### src/rtl/fifo_uart_drain.sv
// rtl/fifo_uart_drain.sv - pops words from a synchronous FIFO and serialises them UART-style on tx_out
// Line output is registered from the current state, so the line lags the FSM by one cycle.
module fifo_uart_drain #(
    parameter int DT_WIDTH     = 8,
    parameter int CLKS_PER_BIT = 16,
    parameter int STOP_BITS    = 1,
    parameter int CNT_WIDTH    = 16
) (
    input  logic                 clk,
    input  logic                 rst,
    input  logic                 tx_en,
    input  logic                 fifo_empty,
    output logic                 fifo_rd_en,
    input  logic [DT_WIDTH-1:0]  fifo_rd_dt,
    output logic                 tx_out,
    output logic                 busy,
    output logic                 frame_done,
    output logic [CNT_WIDTH-1:0] frame_cnt
);

    localparam int TW = (CLKS_PER_BIT > 1) ? $clog2(CLKS_PER_BIT) : 1;
    localparam int BW = (DT_WIDTH > 1) ? $clog2(DT_WIDTH) : 1;
    localparam logic [TW-1:0] TICK_LAST = TW'(CLKS_PER_BIT - 1);
    localparam logic [BW-1:0] DATA_LAST = BW'(DT_WIDTH - 1);
    localparam logic [BW-1:0] STOP_LAST = BW'(STOP_BITS - 1);

    typedef enum logic [2:0] {
        S_IDLE,
        S_FETCH,
        S_LOAD,
        S_START,
        S_DATA,
        S_STOP
    } state_t;

    state_t              state;
    state_t              state_nxt;
    logic [TW-1:0]       tick_cnt;
    logic [BW-1:0]       bit_cnt;
    logic [DT_WIDTH-1:0] shreg;
    logic                tick_last;
    logic                tx_nxt;
    logic                done_nxt;

    assign tick_last  = (tick_cnt == TICK_LAST);
    assign fifo_rd_en = (state == S_FETCH);
    assign busy       = (state != S_IDLE);

    always_comb begin
        state_nxt = state;
        tx_nxt    = 1'b1;
        done_nxt  = 1'b0;
        case (state)
            S_IDLE: begin
                if (tx_en && !fifo_empty) begin
                    state_nxt = S_FETCH;
                end
            end
            S_FETCH: state_nxt = S_LOAD;
            S_LOAD:  state_nxt = S_START;
            S_START: begin
                tx_nxt = 1'b0;
                if (tick_last) begin
                    state_nxt = S_DATA;
                end
            end
            S_DATA: begin
                tx_nxt = shreg[0];
                if (tick_last && (bit_cnt == DATA_LAST)) begin
                    state_nxt = S_STOP;
                end
            end
            S_STOP: begin
                // fifo_empty only matters here and in IDLE, so an empty FIFO is never read
                if (tick_last && (bit_cnt == STOP_LAST)) begin
                    done_nxt  = 1'b1;
                    state_nxt = (tx_en && !fifo_empty) ? S_FETCH : S_IDLE;
                end
            end
            default: state_nxt = S_IDLE;
        endcase
    end

    always_ff @(posedge clk or posedge rst) begin
        if (rst) begin
            state      <= S_IDLE;
            tx_out     <= 1'b1;
            frame_done <= 1'b0;
            frame_cnt  <= '0;
        end else begin
            state      <= state_nxt;
            tx_out     <= tx_nxt;
            frame_done <= done_nxt;
            if (done_nxt) begin
                frame_cnt <= frame_cnt + 1'b1;
            end
        end
    end

    always_ff @(posedge clk or posedge rst) begin
        if (rst) begin
            shreg <= '0;
        end else if (state == S_LOAD) begin
            shreg <= fifo_rd_dt;
        end else if ((state == S_DATA) && tick_last) begin
            shreg <= shreg >> 1;
        end
    end

    // Bit counter indexes data bits in DATA and stop bits in STOP; any state change clears it
    always_ff @(posedge clk or posedge rst) begin
        if (rst) begin
            tick_cnt <= '0;
            bit_cnt  <= '0;
        end else begin
            if (state inside {S_START, S_DATA, S_STOP}) begin
                tick_cnt <= tick_last ? '0 : tick_cnt + 1'b1;
            end else begin
                tick_cnt <= '0;
            end
            if (state != state_nxt) begin
                bit_cnt <= '0;
            end else if (tick_last && (state inside {S_DATA, S_STOP})) begin
                bit_cnt <= bit_cnt + 1'b1;
            end
        end
    end

endmodule

### config.mk
export PLATFORM = sky130hd
export DESIGN_NAME = fifo_uart_drain
export DESIGN_NICKNAME = d
export VERILOG_FILES = /design/src/rtl/fifo_uart_drain.sv
export SDC_FILE = /design/constraint.sdc
export NUM_CORES = 1
export LEC_CHECK = 0
export ABC_AREA = 1
export CORE_MARGIN = 4
export CORE_UTILIZATION = 53
export DETAILED_ROUTE_END_ITERATION = 7
export PLACE_DENSITY = 0.84
export SLEW_MARGIN = 30
export SYNTH_ARGS = -nofsm -noshare
export SYNTH_HDL_FRONTEND = slang
export SYNTH_SLANG_ARGS = --single-unit
### constraint.sdc
create_clock -name clk -period 2.1 [get_ports clk]
set_clock_uncertainty 0.05 [all_clocks]
set_input_delay 0.315 -clock clk [delete_from_list [all_inputs] [get_ports clk]]
set_output_delay 0.315 -clock clk [all_outputs]
set_load 0.005 [all_outputs]
* After elaboration in Yosys (flattened, before gate mapping) *
Cells that the tools add are included.

cells by class
  $add $sub $neg = 3
  $mul = 0
  divide/modulo/power cells = 0
  order comparisons = 0
  equality and inequality tests = 8
  shift-type cells = 0
  mux-type cells = 15
  bitwise gates (word level) = 0
  reductions and logical operators = 13

operator list
  cell                                                 number
  two-way mux 3 bit                                    6
  one-hot mux 3 bit (6 select lines)                   1
  adder 16 x 1 -> 16 bit, second input constant        1
  two-way mux 8 bit                                    2
  equality test 3 bit, second input constant           3
  two-way mux 4 bit                                    2
  equality test 3 x 2 -> 1 bit, second input constant  2
  zero test 3 bit                                      2
  nonzero test 2 bit                                   3
  nonzero test 3 bit                                   2
  logical AND 1 bit                                    5
  adder 4 x 1 -> 4 bit, second input constant          1
  equality test 4 bit, second input constant           1
  adder 3 x 1 -> 3 bit, second input constant          1
  equality test 3 x 1 -> 1 bit, second input constant  1
  two-way mux 1 bit                                    3
  != test 3 bit                                        1
  one-hot mux 1 bit (2 select lines)                   1
  zero test 1 bit                                      1

word-level totals
  register bits after elaboration = 36
  latch bits = 0
  bits in writable memories = 0
  ROM bits = 0
  output and inout bits = 20
  memories = 0

* Longest topological paths before layout *
Gate-level depths: netlist of the first run.

  depth after elaboration = 7
  mapped depth = 12
  gate-level depth less buffers = 12

* Least setup slack after synthesis of the first run *
OpenSTA, ideal clock, no wires.

  path kind = flip-flop to flip-flop
  start = reg tick_cnt[0]
  end = reg bit_cnt[2]
  setup time = 0.114 ns
  arrival time = 1.302 ns
  required time = 1.936 ns
  setup slack = 0.634 ns
  stages on the path, launching flop included = 7
  period minus slack after synthesis = 1.466 ns
  path through = dfrtp_1 ha_1 nand3_1 nor2_2 mux2_2 inv_1 nor2_1

on the way
  word-level cells in the longest chain between the ends = 6

ends and longest elaborated chain
  item                                                     RTL line  text
  from (decl)                                              38        logic [TW-1:0] tick_cnt;
  from (signal assigned)                                   117       tick_cnt <= tick_last ? '0 : tick_cnt + 1'b1;
  equality test 4 bit (*)                                  45        assign tick_last = (tick_cnt == TICK_LAST);
  logical AND 1 bit (on tied branches)                     75, 69
  two-way mux 3 bit (on tied branches)                     75, 69
  one-hot mux 3 bit (6 select lines)                       53        case (state)
  != test 3 bit                                            121       if (state != state_nxt) begin
  two-way mux 3 bit or nonzero test 2 bit (tied branches)  n/a
  to (signal assigned)                                     124       bit_cnt <= bit_cnt + 1'b1;
  to (decl)                                                39        logic [BW-1:0] bit_cnt;

Every way passes the cells marked *; elsewhere a longest branch is shown, timed or not.
A chain may end at the register's enable or synchronous reset.

* Worst setup path after layout of the first run *
  start = reg state[1]
  end = out fifo_rd_en

on the way
  word-level cells in the longest chain between the ends = 1

ends and longest elaborated chain
  item                          RTL line  text
  from (decl)                   36        state_t state;
  from (signal assigned)        91        state <= state_nxt;
  equality test 3 x 1 -> 1 bit  46        assign fifo_rd_en = (state == S_FETCH);
  to (decl)                     13        output logic fifo_rd_en,

No other way between the ends.

==> qor.yml, run 1 <==
grtUsageTotal_pct: 18.63
yosys.cell_types.count: 29
routability_cong: 0.8396
portBuffers: 31
final_antenna_net_count: 0
cts_num_sinks: 36
postSynthRegisterBits: 36
timing.final.crit_share_pct: 92.01
cts_buffer_depth: 2
slew_headroom_pct: 67.53
crit_path_start_kind: "flop"
net_count_synth: 251
report.final.setup_viol: 0
leakagePower_nw: 1.090
coreArea_mm2: 0.003442
grt_pass1_wl_um: 6382
first_global_vias: 1471
postSynthAreaPerCell_um2: 8.379
num-nets-final: 289
pin_count: 32
fp-row-count: 21
synth_cells: 234
number_of_detailed_route_iterations_in_the_first_pass: 5
via_count: 1556
detail_route.vias_per_cell: 4.878
cap_violations: 0
insertion_delay_ps: 290
drtIter0Drc: 181
cts.reportedPaths.clkPinSlew_ps: 80
rsz0062_at_grt: "no"
die_h_um: 68.82
critPathRequiredTime_ps: 1740
total_power_after_layout_w: 0.001419
class_of_the_tightest_hold_or_removal_check: "in -> async"
finalHoldWorstSlack_ps: 366.0
worst_path_dominant_cell_family: "buffers and inverters"
wp_buf_inv: 2
grt_overflow_total: 0
die_w_um: 68.82
run_status: "completed"
netlist.area_leader.share_pct: 44.67
totalWireLength_um: 3842
remaining_drc_errors: 0
tritoncts_clock_tree: "done"
setup.worst_path.class: "reg -> out"
drive_above_1_share_pct: 14.29
postCtsSetupRepairBufs: 0
finalMaxSlewViolations: 0
yosysSeqAreaShare_pct: 46.01
clockRootBuffer: "clkbuf_8"
grt_max_degree: 37
timing_worst_slew_pin_value_ps: 483.3
cts.htree.levels: 2
timing.critical_path.cells: "inv_2 > nand2_2 > nor2_1 > clkdlybuf4s50_1"
avgRoutedWirePerCell_um: 12.04
irDropWorstVdd_mv: 0.5074
crit_path_arrival_time_ps: 1570
critical_path_peak_fanout: 4
hold_viol: 0
post-place-cells: 311
crit_path_end_kind: "primary output"
pwr_density_cell_mw_per_mm2: 577.4
starting_density_pct: 56.96
cts_hold_repair.buffers: 0
critPathSlowestCell: "clkdlybuf4s50_1"
setup-tns-final_ps: 0
synth.cell_area_mm2: 0.001961
post_layout_nonfiller_instances: 319
synthTopCellsByArea: "dfrtp_1, nand2_1, inv_1"
floorplan.die_area_mm2: 0.004736
minimum_period_implied_by_the_final_worst_setup_slack_ps: 1932
dp_hpwl_um: 2767
initial_antenna_violation_count: 0
fmax_mhz: 517.6
synth_largest_area_cell: "dfrtp_1"
synthesis_to_finish_area_growth_pct: 25.34
yosysWarnings: 0
cts_inserted_buffers: 5
worst_path_largest_cell_delay_ps: 530
insertedDiodeCount: 0
post_cts_resized: 0
fillers: 280
[worst reg2reg max path, stage by stage (launching register included)]
cell     delay [ps]
dfrtp_1         370
ha_1            210
nand2_2         110
nor2_8          140
nand2_2          90
nor2_4          270
nand4_2         170
o21ai_1         180
nand2_1          70
[synthesized netlist by cell type]
| library cell | n |
|---|---|
| dfstp_2 | 1 |
| nand2_2 | 6 |
| a31oi_1 | 3 |
| a21oi_1 | 1 |
| nand4_2 | 1 |
| ha_1 | 5 |
| o21ai_0 | 6 |
| nor3_1 | 7 |
| xnor2_1 | 5 |
| nor2_4 | 3 |
| dfrtp_1 | 35 |
| a22oi_1 | 1 |
| nor2_2 | 5 |
| inv_1 | 25 |
| buf_2 | 1 |
| xor2_1 | 6 |
| nand3_1 | 13 |
| inv_2 | 6 |
| o21bai_2 | 1 |
| mux2_2 | 1 |
| nor3_2 | 1 |
| nand4_1 | 5 |
| nor2_8 | 2 |
| nand2_1 | 62 |
| nor2_1 | 24 |
| nand3_2 | 1 |
| o21ai_1 | 3 |
| nand3_4 | 2 |
| o211ai_1 | 2 |
[placed cells by master (no fill, tap or decap), drive strengths merged, types with 2 or more instances in the layout]
| cell | synthesis | routed |
|---|---|---|
| xnor2 | 5 | 5 |
| a31oi | 3 | 3 |
| o211ai | 2 | 2 |
| o21ai | 9 | 9 |
| nor3 | 8 | 8 |
| dfrtp | 35 | 35 |
| nand4 | 6 | 6 |
| inv | 31 | 31 |
| xor2 | 6 | 6 |
| nand2 | 68 | 68 |
| clkdlybuf4s50 | 0 | 31 |
| clkbuf | 0 | 7 |
| ha | 5 | 5 |
| nor2 | 34 | 34 |
| nand3 | 16 | 16 |
[cell type report]
type                       instances  area (µm²)  share of cell area (%)
clock inverter                     1       30.03                   1.222
sequential                        36       902.1                   36.71
tap                               46       57.56                   2.342
inverter                          31       116.4                   4.735
clock buffer                       7       96.34                   3.921
timing repair buffer              32       317.8                   12.93
multi-input combinational        166       937.1                   38.14
[registers in the layout, summed over array words and instances, names as in the netlist]
| signal | flops |
|---|---|
| bit_cnt | 3 |
| frame_cnt | 16 |
| frame_done | 1 |
| shreg | 8 |
| state | 3 |
| tick_cnt | 4 |
| tx_out | 1 |
[where the power goes]
part | total, W | switching [W] | internal [W]
clock | 0.000668 | 0.000249 | 0.000419
combinational | 0.0000461 | 0.0000208 | 0.0000252
sequential | 0.000705 | 0.00000350 | 0.000701
[per-layer routing]
| layer | GRT usage, % | wire [µm] | vias up |
|---|---|---|---|
| met3 | 5.348 | 200 | 7 |
| li1 | - | - | 816 |
| met4 | 6.569 | 61 | 0 |
| met2 | 30.99 | 1835 | 37 |
| met1 | 23.04 | 1746 | 696 |
| met5 | 0 | 0 | - |
[path summary, 6_finish.rpt]
path,slack (ps),to,startpoint,cells past startpoint
worst min register to register,430,tick_cnt[0],tick_cnt[0],1
worst max-delay path,170,fifo_rd_en,state[1],4
min in group clk,430,tick_cnt[0],tick_cnt[0],1
worst min-delay path,370,frame_cnt[8],rst,3
max in group asynchronous,1270,tx_out,rst,3
worst max register to register,360,frame_cnt[11],tick_cnt[0],8
[kinds of logic after synthesis]
| family | synth area share (%) |
|---|---|
| compound gates | 5.233 |
| xor+xnor | 4.914 |
| fa+ha+maj | 3.191 |
| buf+inv | 6.190 |
| flops | 46.01 |
| mux | 0.5743 |
| simple gates | 33.89 |
[metrics by stage]
step / instance area (µm²) / util [%] / setup slack [ps]
6_report: 2457 / 71.39 / 167.8
4_1_cts: 2457 / 71.39 / 150.1
3_5_place_dp: 2331 / 67.72 / 367.5
2_1_floorplan: 1961 / - / 633.9
5_1_grt: 2457 / 71.39 / 54.98
3_3_place_gp: 2331 / 67.72 / 449.2
Power figures use the tool's default switching activity.
==> inputs of run 2 (changes only) <==
--- a/config.mk
+++ b/config.mk
@@ -7,9 +7,10 @@
 export LEC_CHECK = 0
 export ABC_AREA = 1
 export CORE_MARGIN = 4
-export CORE_UTILIZATION = 53
+export CORE_UTILIZATION = 57
 export DETAILED_ROUTE_END_ITERATION = 7
-export PLACE_DENSITY = 0.84
+export GPL_TIMING_DRIVEN = 0
+export PLACE_DENSITY = 0.89
 export SLEW_MARGIN = 30
 export SYNTH_ARGS = -nofsm -noshare
 export SYNTH_HDL_FRONTEND = slang
==> constraint.sdc (replaced) <==
create_clock -name clk -period 2.3 [get_ports clk]
set_clock_uncertainty 0.05 [all_clocks]
set_input_delay 0.345 -clock clk [delete_from_list [all_inputs] [get_ports clk]]
set_output_delay 0.345 -clock clk [all_outputs]
set_load 0.005 [all_outputs]
==> run 2 against run 1 <==
Effect of this change:
- largest cell class unchanged
- highest routed layer unchanged
- global-route usage rose by 0.57 points
- critical path type unchanged
- via count rose by 3.9%
- sequential power decreased by 8.7%
- count of clock-buffer cells in the layout decreased by 2
- hold slack improved by 22 ps
- critical path depth stayed put
- largest power group unchanged
- cell count did not move
- design area fell by 2.0%
==> qor.yml, run 2 (synthesized netlist as in run 1, its figures left out) <==
run_status: "completed"  # unchanged
tritoncts_clock_tree: "done"  # unchanged
critPathRequiredTime_ps: 1900  # was 1740 ps
hold_viol: 0  # unchanged
seq_area_um2: 902.1  # unchanged
slew_headroom_pct: 50.79  # was 67.53%
layout_top_registers: "frame_cnt x16, shreg x8, tick_cnt x4"  # unchanged
dp_hpwl_um: 2875  # was 2767 µm
busiest_layer: "met2"  # unchanged
insertion_delay_ps: 340  # was 290 ps
largest_register_ffs: 16  # unchanged
timing_worst_slew_pin_value_ps: 737.1  # was 483.3 ps
fp-row-count: 21  # unchanged
cts_buffer_depth: 2  # unchanged
crit_path_arrival_time_ps: 1640  # was 1570 ps
via_count: 1616  # was 1,556
coreArea_mm2: 0.003337  # was 0.003442 mm²
detail_route.vias_per_cell: 5.066  # was 4.878
cap_violations: 0  # unchanged
clockRootBuffer: "clkbuf_4"  # was clkbuf_8
drtIter0Drc: 83  # was 181
post_cts_resized: 0  # unchanged
remaining_drc_errors: 0  # unchanged
minimum_period_implied_by_the_final_worst_setup_slack_ps: 2033
cts.htree.levels: 2  # unchanged
fmax_mhz: 491.8
multi_input_comb_area_um2: 937.1  # unchanged
commonest_non_fill_non_tap_cell_in_the_layout: "nand2_1"  # unchanged
die_h_um: 66.65  # was 68.82 µm
leakagePower_nw: 1.067  # was 1.090 nW
met3_usage_pct: 5.396  # was 5.348%
grtUsageTotal_pct: 19.20  # was 18.63%
finalMaxSlewViolations: 0  # unchanged
grt_pass1_wl_um: 6472  # was 6382 µm
setup.worst_path.class: "reg -> out"  # unchanged
report.final.setup_viol: 0  # unchanged
totalWireLength_um: 3762  # was 3842 µm
drive_above_1_share_pct: 14.65  # was 14.29%
grt_max_degree: 37  # unchanged
global_routing_usage_on_met1_pct: 21.62  # was 23.04%
cts_hold_repair.buffers: 0  # unchanged
cts.reportedPaths.clkPinSlew_ps: 120  # was 80 ps
starting_density_pct: 58.76  # was 56.96%
class_of_the_tightest_hold_or_removal_check: "in -> async"  # unchanged
floorplan.die_area_mm2: 0.004442  # was 0.004736 mm²
finish.utilization_pct: 72.18  # was 71.39%
pwr_density_cell_mw_per_mm2: 467.8  # was 577.4 mW/mm²
most-common-layout-cells: "nand2_1, dfrtp_1, clkdlybuf4s50_1, inv_1, nor2_1"  # unchanged
rsz0062_at_grt: "no"  # unchanged
routability_cong: 0.9163  # was 0.8396
num-nets-final: 289  # unchanged
timing.final.crit_share_pct: 88.41
setup-tns-final_ps: 0  # unchanged
portBuffers: 31  # unchanged
final_antenna_net_count: 0  # unchanged
number_of_detailed_route_iterations_in_the_first_pass: 5  # unchanged
max_flop_register: "frame_cnt"  # unchanged
synthesis_to_finish_area_growth_pct: 22.85  # was 25.34%
cts_num_sinks: 36  # unchanged
post-place-cells: 311  # unchanged
die_w_um: 66.65  # was 68.82 µm
initial_antenna_violation_count: 0  # unchanged
postCtsSetupRepairBufs: 0  # unchanged
crit_path_start_kind: "flop"  # unchanged
irDropWorstVdd_mv: 0.5402  # was 0.5074 mV
grt_use_met2_pct: 34.03  # was 30.99%
crit_path_end_kind: "primary output"  # unchanged
reg2regPathDepth: 7  # was 8
critical_path_peak_fanout: 4  # unchanged
pin_count: 32  # unchanged
grt_overflow_total: 0  # unchanged
post_layout_nonfiller_instances: 319  # unchanged
cts_inserted_buffers: 5  # unchanged
insertedDiodeCount: 0  # unchanged
total_power_after_layout_w: 0.001127  # was 0.001419 W
fillers: 264  # was 280
avgRoutedWirePerCell_um: 11.79  # was 12.04 µm
first_global_vias: 1582  # was 1,471
## run 2: cell count changes in the layout (fill, tap and decap cells not counted), sizes merged
cell / previous run / this run
clkbuf: 7 / 5
clkinv: 0 / 1
clkinvlp: 0 / 1
## run 2: area by class of cell
cell class | count | share of cell area (%)
plain buffers | 1 | 0.2078
flip-flops and latches | 36 | 37.45
inverters | 31 | 4.831
repair buffers | 31 | 12.88
clock buffers | 5 | 1.558
clock inverters | 3 | 1.766
well taps | 46 | 2.390
multi-input cells | 166 | 38.91
## run 2: worst max-delay path: stages, from the launching register on
cell and delay (ps):
dfrtp_1 440, inv_2 100, nand2_2 100, nor2_1 150, clkdlybuf4s50_1 520
## run 2: worst paths after layout
kind                             start      endpoint  slack, ps
setup / recovery              state[1]    fifo_rd_en        270
hold / removal                     rst  frame_cnt[8]        390
setup reg to reg           tick_cnt[0]      shreg[5]        640
hold reg to reg            tick_cnt[0]   tick_cnt[0]        430
max in group asynchronous          rst   tick_cnt[0]       1330
min in group clk           tick_cnt[0]   tick_cnt[0]        430
## run 2: per-layer routing
layer / vias up / wire, µm
met5: - / 0
met4: 0 / 57
met3: 8 / 204
met2: 46 / 1878
met1: 739 / 1622
li1: 823 / -
## run 2: per-stage QoR
stage          setup slack [ps]  hold slack [ps]  instance area (µm²)
5_1_grt                   186.2            446.1                 2409
6_report                  266.5            388.5                 2409
4_1_cts                   252.6            404.8                 2409
3_5_place_dp              642.5            418.0                 2328
3_3_place_gp              315.6            407.4                 2328
2_1_floorplan             833.9            393.3                 1961
## run 2: report_power, final
part / leakage (nW) / internal (W) / switching (W)
sequential: 0.455 / 0.000640 / 0.00000328
clock: 0.0412 / 0.000227 / 0.000216
combinational: 0.570 / 0.0000219 / 0.0000186
